==> config.mk <==
export PLATFORM = sky130hd
export DESIGN_NAME = mem_channel_arbiter
export DESIGN_NICKNAME = d
export VERILOG_FILES = /design/src/rtl/mem_channel_arbiter.sv
export SDC_FILE = /design/constraint.sdc
export NUM_CORES = 1
export LEC_CHECK = 0
export CAP_MARGIN = 20
export CORE_ASPECT_RATIO = 1.75
export CORE_MARGIN = 2
export CORE_UTILIZATION = 47
export DETAILED_ROUTE_END_ITERATION = 16
export GPL_TIMING_DRIVEN = 1
export PLACE_DENSITY = 0.82
export SYNTH_ARGS = -nofsm -noshare
export SYNTH_HDL_FRONTEND = slang
export SYNTH_SLANG_ARGS = --single-unit
==> constraint.sdc <==
create_clock -name clk -period 3.3 [get_ports clk]
set_clock_uncertainty 0.1 [all_clocks]
set_input_delay 0.33 -clock clk [delete_from_list [all_inputs] [get_ports clk]]
set_output_delay 0.33 -clock clk [all_outputs]
set_load 0.02 [all_outputs]
==> src/rtl/mem_channel_arbiter.sv <==
// Round-robin arbiter that serialises per-core cache read/write requests onto one
// global-memory channel. Optional response watchdog is enabled by MEM_ARB_TIMEOUT_EN.
module mem_channel_arbiter #(
  parameter int ADDR_BITS      = 8,
  parameter int DATA_BITS      = 8,
  parameter int CONSUMERS      = 4,
  parameter int TIMEOUT_CYCLES = 255
) (
  input  logic                           clk,
  input  logic                           reset,
  input  logic [CONSUMERS-1:0]           consumer_read_valid,
  input  logic [CONSUMERS*ADDR_BITS-1:0] consumer_read_address,
  output logic [CONSUMERS-1:0]           consumer_read_ready,
  output logic [CONSUMERS*DATA_BITS-1:0] consumer_read_data,
  input  logic [CONSUMERS-1:0]           consumer_write_valid,
  input  logic [CONSUMERS*ADDR_BITS-1:0] consumer_write_address,
  input  logic [CONSUMERS*DATA_BITS-1:0] consumer_write_data,
  output logic [CONSUMERS-1:0]           consumer_write_ready,
  output logic                           mem_read_valid,
  output logic [ADDR_BITS-1:0]           mem_read_address,
  input  logic                           mem_read_ready,
  input  logic [DATA_BITS-1:0]           mem_read_data,
  output logic                           mem_write_valid,
  output logic [ADDR_BITS-1:0]           mem_write_address,
  output logic [DATA_BITS-1:0]           mem_write_data,
  input  logic                           mem_write_ready,
  output logic                           timeout_error
);

  localparam int PW = (CONSUMERS > 1) ? $clog2(CONSUMERS) : 1;

  typedef enum logic [2:0] {IDLE, READ_WAIT, WRITE_WAIT, READ_RELAY, WRITE_RELAY} state_e;

  state_e                         state_q, state_d;
  logic [PW-1:0]                  ptr_q, ptr_d;
  logic [PW-1:0]                  grant_q, grant_d;
  logic                           memRdValid_q, memRdValid_d;
  logic [ADDR_BITS-1:0]           memRdAddr_q, memRdAddr_d;
  logic                           memWrValid_q, memWrValid_d;
  logic [ADDR_BITS-1:0]           memWrAddr_q, memWrAddr_d;
  logic [DATA_BITS-1:0]           memWrData_q, memWrData_d;
  logic [CONSUMERS-1:0]           consRdReady_q, consRdReady_d;
  logic [CONSUMERS*DATA_BITS-1:0] consRdData_q, consRdData_d;
  logic [CONSUMERS-1:0]           consWrReady_q, consWrReady_d;

  logic          found;
  logic          pickRead;
  logic [PW-1:0] pick;
  logic [PW-1:0] scanIdx;

  // base and off are both below CONSUMERS, so a single subtraction wraps correctly
  function automatic logic [PW-1:0] wrapIdx(input logic [PW-1:0] base, input int off);
    int s;
    s = int'(base) + off;
    if (s >= CONSUMERS) s = s - CONSUMERS;
    return s[PW-1:0];
  endfunction

`ifdef MEM_ARB_TIMEOUT_EN
  localparam int WDW = ($clog2(TIMEOUT_CYCLES + 1) > 8) ? $clog2(TIMEOUT_CYCLES + 1) : 8;
  logic [WDW-1:0] wdog_q, wdog_d;
  logic           timeoutErr_q, timeoutErr_d;
  assign timeout_error = timeoutErr_q;
`else
  assign timeout_error = 1'b0;
`endif

  // Round-robin search starting at the pointer; reads win over writes on the same port
  always_comb begin
    found    = 1'b0;
    pickRead = 1'b0;
    pick     = '0;
    scanIdx  = '0;
    for (int i = 0; i < CONSUMERS; i++) begin
      scanIdx = wrapIdx(ptr_q, i);
      if (!found && (consumer_read_valid[scanIdx] || consumer_write_valid[scanIdx])) begin
        found    = 1'b1;
        pick     = scanIdx;
        pickRead = consumer_read_valid[scanIdx];
      end
    end
  end

  always_comb begin
    state_d       = state_q;
    ptr_d         = ptr_q;
    grant_d       = grant_q;
    memRdValid_d  = memRdValid_q;
    memRdAddr_d   = memRdAddr_q;
    memWrValid_d  = memWrValid_q;
    memWrAddr_d   = memWrAddr_q;
    memWrData_d   = memWrData_q;
    consRdReady_d = consRdReady_q;
    consRdData_d  = consRdData_q;
    consWrReady_d = consWrReady_q;
`ifdef MEM_ARB_TIMEOUT_EN
    wdog_d        = wdog_q;
    timeoutErr_d  = timeoutErr_q;
`endif
    case (state_q)
      IDLE: begin
        if (found) begin
          grant_d = pick;
`ifdef MEM_ARB_TIMEOUT_EN
          wdog_d  = '0;
`endif
          if (pickRead) begin
            memRdValid_d = 1'b1;
            memRdAddr_d  = consumer_read_address[pick*ADDR_BITS +: ADDR_BITS];
            state_d      = READ_WAIT;
          end else begin
            memWrValid_d = 1'b1;
            memWrAddr_d  = consumer_write_address[pick*ADDR_BITS +: ADDR_BITS];
            memWrData_d  = consumer_write_data[pick*DATA_BITS +: DATA_BITS];
            state_d      = WRITE_WAIT;
          end
        end
      end
      READ_WAIT: begin
        if (mem_read_ready) begin
          memRdValid_d                                   = 1'b0;
          consRdData_d[grant_q*DATA_BITS +: DATA_BITS]   = mem_read_data;
          consRdReady_d[grant_q]                         = 1'b1;
          state_d                                        = READ_RELAY;
        end
`ifdef MEM_ARB_TIMEOUT_EN
        else if (wdog_q == WDW'(TIMEOUT_CYCLES - 1)) begin
          memRdValid_d                                   = 1'b0;
          consRdData_d[grant_q*DATA_BITS +: DATA_BITS]   = '1;
          consRdReady_d[grant_q]                         = 1'b1;
          timeoutErr_d                                   = 1'b1;
          state_d                                        = READ_RELAY;
        end else begin
          wdog_d = wdog_q + 1'b1;
        end
`endif
      end
      WRITE_WAIT: begin
        if (mem_write_ready) begin
          memWrValid_d           = 1'b0;
          consWrReady_d[grant_q] = 1'b1;
          state_d                = WRITE_RELAY;
        end
`ifdef MEM_ARB_TIMEOUT_EN
        else if (wdog_q == WDW'(TIMEOUT_CYCLES - 1)) begin
          memWrValid_d           = 1'b0;
          consWrReady_d[grant_q] = 1'b1;
          timeoutErr_d           = 1'b1;
          state_d                = WRITE_RELAY;
        end else begin
          wdog_d = wdog_q + 1'b1;
        end
`endif
      end
      READ_RELAY: begin
        if (!consumer_read_valid[grant_q]) begin
          consRdReady_d[grant_q] = 1'b0;
          ptr_d                  = wrapIdx(grant_q, 1);
          state_d                = IDLE;
        end
      end
      WRITE_RELAY: begin
        if (!consumer_write_valid[grant_q]) begin
          consWrReady_d[grant_q] = 1'b0;
          ptr_d                  = wrapIdx(grant_q, 1);
          state_d                = IDLE;
        end
      end
      default: state_d = IDLE;
    endcase
  end

  always_ff @(posedge clk or negedge reset) begin
    if (!reset) begin
      state_q       <= IDLE;
      ptr_q         <= '0;
      grant_q       <= '0;
      memRdValid_q  <= 1'b0;
      memRdAddr_q   <= '0;
      memWrValid_q  <= 1'b0;
      memWrAddr_q   <= '0;
      memWrData_q   <= '0;
      consRdReady_q <= '0;
      consRdData_q  <= '0;
      consWrReady_q <= '0;
`ifdef MEM_ARB_TIMEOUT_EN
      wdog_q        <= '0;
      timeoutErr_q  <= 1'b0;
`endif
    end else begin
      state_q       <= state_d;
      ptr_q         <= ptr_d;
      grant_q       <= grant_d;
      memRdValid_q  <= memRdValid_d;
      memRdAddr_q   <= memRdAddr_d;
      memWrValid_q  <= memWrValid_d;
      memWrAddr_q   <= memWrAddr_d;
      memWrData_q   <= memWrData_d;
      consRdReady_q <= consRdReady_d;
      consRdData_q  <= consRdData_d;
      consWrReady_q <= consWrReady_d;
`ifdef MEM_ARB_TIMEOUT_EN
      wdog_q        <= wdog_d;
      timeoutErr_q  <= timeoutErr_d;
`endif
    end
  end

  assign mem_read_valid       = memRdValid_q;
  assign mem_read_address     = memRdAddr_q;
  assign mem_write_valid      = memWrValid_q;
  assign mem_write_address    = memWrAddr_q;
  assign mem_write_data       = memWrData_q;
  assign consumer_read_ready  = consRdReady_q;
  assign consumer_read_data   = consRdData_q;
  assign consumer_write_ready = consWrReady_q;

endmodule

==> results.yml <==
layout:
  seqCellArea_um2: 1828
  syn2layout_area_growth_pct: 42.48
  multi_input_comb_area_um2: 3363
  diodes: 0
  layout.nets: 973
  n_fill_cell: 935
  finalNonFillerCells: 992
  drive_above_1_share_pct: 9.568
synth:
  synth_area_um2: 5597
  synth_top_area_cell: "dfrtp_1"
  syn-num-nets: 808
  synth-main-ff-cell: "dfrtp_1"
  synth_common_cells: "nand2_1, dfrtp_1, o21ai_0"
  async_flop_share_pct: 100.0
  synth.top_cells.by_area: "dfrtp_1, o221ai_1, nand2_1, o21ai_0, a31oi_1"
  synthXorXnorAreaFrac_pct: 0
  synth-simple-area-share_pct: 19.54
  synth_top_family_by_area: "compound AO/OA/AOI/OAI gates"
  synth-compound-area-share_pct: 34.14
  syn_avg_cell_area_um2: 8.146
  synthAdderAreaFrac_pct: 1.118
  muxShareOfSynthArea_pct: 4.605
  yosys.cell_types.count: 50
  synth_edf_count: 0
  synth_seq_area_share_pct: 32.64
  ys_ff_latch: 73
  yosysMostFrequentCell: "nand2_1"
  yosysWarnings: 0
  synth_top_area_share_pct: 32.64
  syn_inst: 687
floorplanning:
  fp.dieH_um: 148.4
  dieWidth_um: 86.49
  core_area_um2: 11580
  die-area_um2: 12830
  fp-row-count: 52
  initial_utilization_pct: 48.33
  io_pins: 183
worst_setup_path:
  r2r-end: "mem_write_data[2]$_DFFE_PN0P_"
  worstReg2RegStart: "ptr_q[1]$_DFFE_PN0P_"
  critPathLaunchType: "register"
  crit_arrival_ns: 3.31
  worstPathMaxFanout: 32
  reg2reg_depth: 8
  crit_type: "register to register"
  cp.required_ns: 3.46
  r2r_slack_ns: 0.15
  cp-end-kind: "register"
sta:
  period_minus_slack_ns: 3.147
  fin_ws_ns: 0.1529
  setup_viol: 0
  final-max-slew-violation-count: 0
  fmax_mhz: 317.8
  hold_violations: 0
  finalCritPeriodShare_pct: 95.37
  rsz0062_at_grt: "no"
  worst_pin_slew_ns: 0.9579
  max_slew_margin_pct: 36.14
clocking:
  clk_latency_ns: 0.34
  post_cts_buffers: 0
  cts_tree: "yes"
  post_cts_resize_count: 0
  cts_hold_buf: 0
  clock-sinks: 73
  cts_root_buf: "clkbuf_16"
  clk_pin_slew_ns: 0.07
  cts_buffers: 9
  clockBufferDepth: 2
  h-tree-depth: 3
global_routing:
  grt-ovfl-total: 0
  grt_pass1_wl_um: 34950
  track_usage_pct: 34.97
  grt_max_degree: 101
  grt_pass1_vias: 6863
  antenna_found_initial: 0
power:
  power_density_nw_per_um2: 971.5
  leakagePower_nw: 2.957
  ir_worst_vdd_uv: 548.4
placement:
  dp_hpwl_um: 16980
  dp_slack_ns: -0.09587
  numPlacedInstances: 975
  gp_congestion: 0.9792
  io_buffers: 181
detailed_routing:
  drcViolationCount: 0
  ant_nets: 0
  routed_wl_um: 22820
  drt_pass1_iterations: 6
  route.vias.total: 6915
  post_drt_wl_per_cell_um: 23.01
  via_per_inst: 6.971
  drtIter0Drc: 758
flow_run:
  drv_cap: 0
hold_path:
  hp-class: "primary input to async pin"
outcome:
  status: "complete, no violations"
worst max path at each step:
| stage | start | endpoint | slack, ns | depth (start not counted) |
|---|---|---|---|---|
| detailed placement | consumer_read_valid[0] | mem_write_data[2]$_DFFE_PN0P_ | -0.1 | 9 |
| CTS | ptr_q[1]$_DFFE_PN0P_ | mem_write_data[2]$_DFFE_PN0P_ | 0.20 | 8 |
| floorplan | ptr_q[1]$_DFFE_PN0P_ | mem_read_address[2]$_DFFE_PN0P_ | 0.69 | 10 |
| finish | ptr_q[1]$_DFFE_PN0P_ | mem_write_data[2]$_DFFE_PN0P_ | 0.15 | 8 |
| global route | ptr_q[1]$_DFFE_PN0P_ | mem_write_address[2]$_DFFE_PN0P_ | 0.04 | 7 |
| global placement | consumer_read_valid[1] | mem_write_address[5]$_DFFE_PN0P_ | -0.005 | 8 |
cell type report:
| cell class | count | area share [%] |
|---|---|---|
| Clock buffer | 10 | 2.997 |
| Sequential cell | 73 | 22.92 |
| Timing Repair Buffer | 227 | 27.46 |
| Inverter | 30 | 1.412 |
| Clock inverter | 6 | 0.9101 |
| Multi-Input combinational cell | 511 | 42.18 |
| Tap cell | 135 | 2.118 |
power by group:
| part | leakage (nW) | switching, mW | internal, mW |
|---|---|---|---|
| clock network | 0.150 | 0.426 | 0.616 |
| registers | 0.904 | 0.344 | 1.26 |
| logic | 1.90 | 2.99 | 2.11 |
| total | 2.96 | 3.76 | 3.98 |
metal layers:
metal,track usage [%],routed length [um],vias up
met5,0,0,-
met4,24.61,1938,0
met3,6.382,1904,136
met2,62.69,11850,544
met1,35.39,7126,3192
li1,-,-,3043
cell usage in the layout (no fill, tap or decap), types with 4 or more instances in the layout:
| cell type | n |
|---|---|
| ha_1 | 5 |
| a221o_1 | 22 |
| o311ai_0 | 21 |
| o221ai_1 | 45 |
| nor3_1 | 5 |
| buf_4 | 43 |
| mux4_2 | 7 |
| nand2b_1 | 6 |
| a31oi_1 | 47 |
| o21ai_0 | 59 |
| clkdlybuf4s50_1 | 180 |
| inv_1 | 28 |
| a32oi_1 | 5 |
| or3_1 | 46 |
| nand2_1 | 90 |
| a41oi_1 | 4 |
| dfrtp_1 | 72 |
| clkbuf_16 | 9 |
| nor2_1 | 40 |
| nor4_1 | 25 |
| a311oi_1 | 20 |
| a21oi_1 | 19 |
cell families after synthesis:
group / count (synthesis)
compound gates: 264
buf+inv: 103
other cells: 1
flops: 73
simple gates: 226
mux: 15
fa+ha+maj: 5
through the flow:
stage	power, mW	hold WS [ns]	setup TNS (ns)	util (%)	area, um^2
after detailed placement	6.596	0.3698	-0.6059	66.10	7655
after floorplan	4.617	-0.06559	0	-	5597
after CTS	7.653	0.1629	0	68.79	7966
final	7.747	0.1164	0	68.85	7974
after global routing	8.182	0.2082	0	68.85	7974
after global placement	6.430	0.3594	-0.004902	66.10	7655
critical path, cell delays in order (launching register included):
cell and delay, ns:
dfrtp_1 0.51, mux4_1 0.62, or2_1 0.41, mux2i_4 0.25, buf_12 0.22, buf_4 0.20
o221ai_1 0.13, a221o_1 0.42, a31oi_1 0.19
Power figures use the tool's default switching activity.
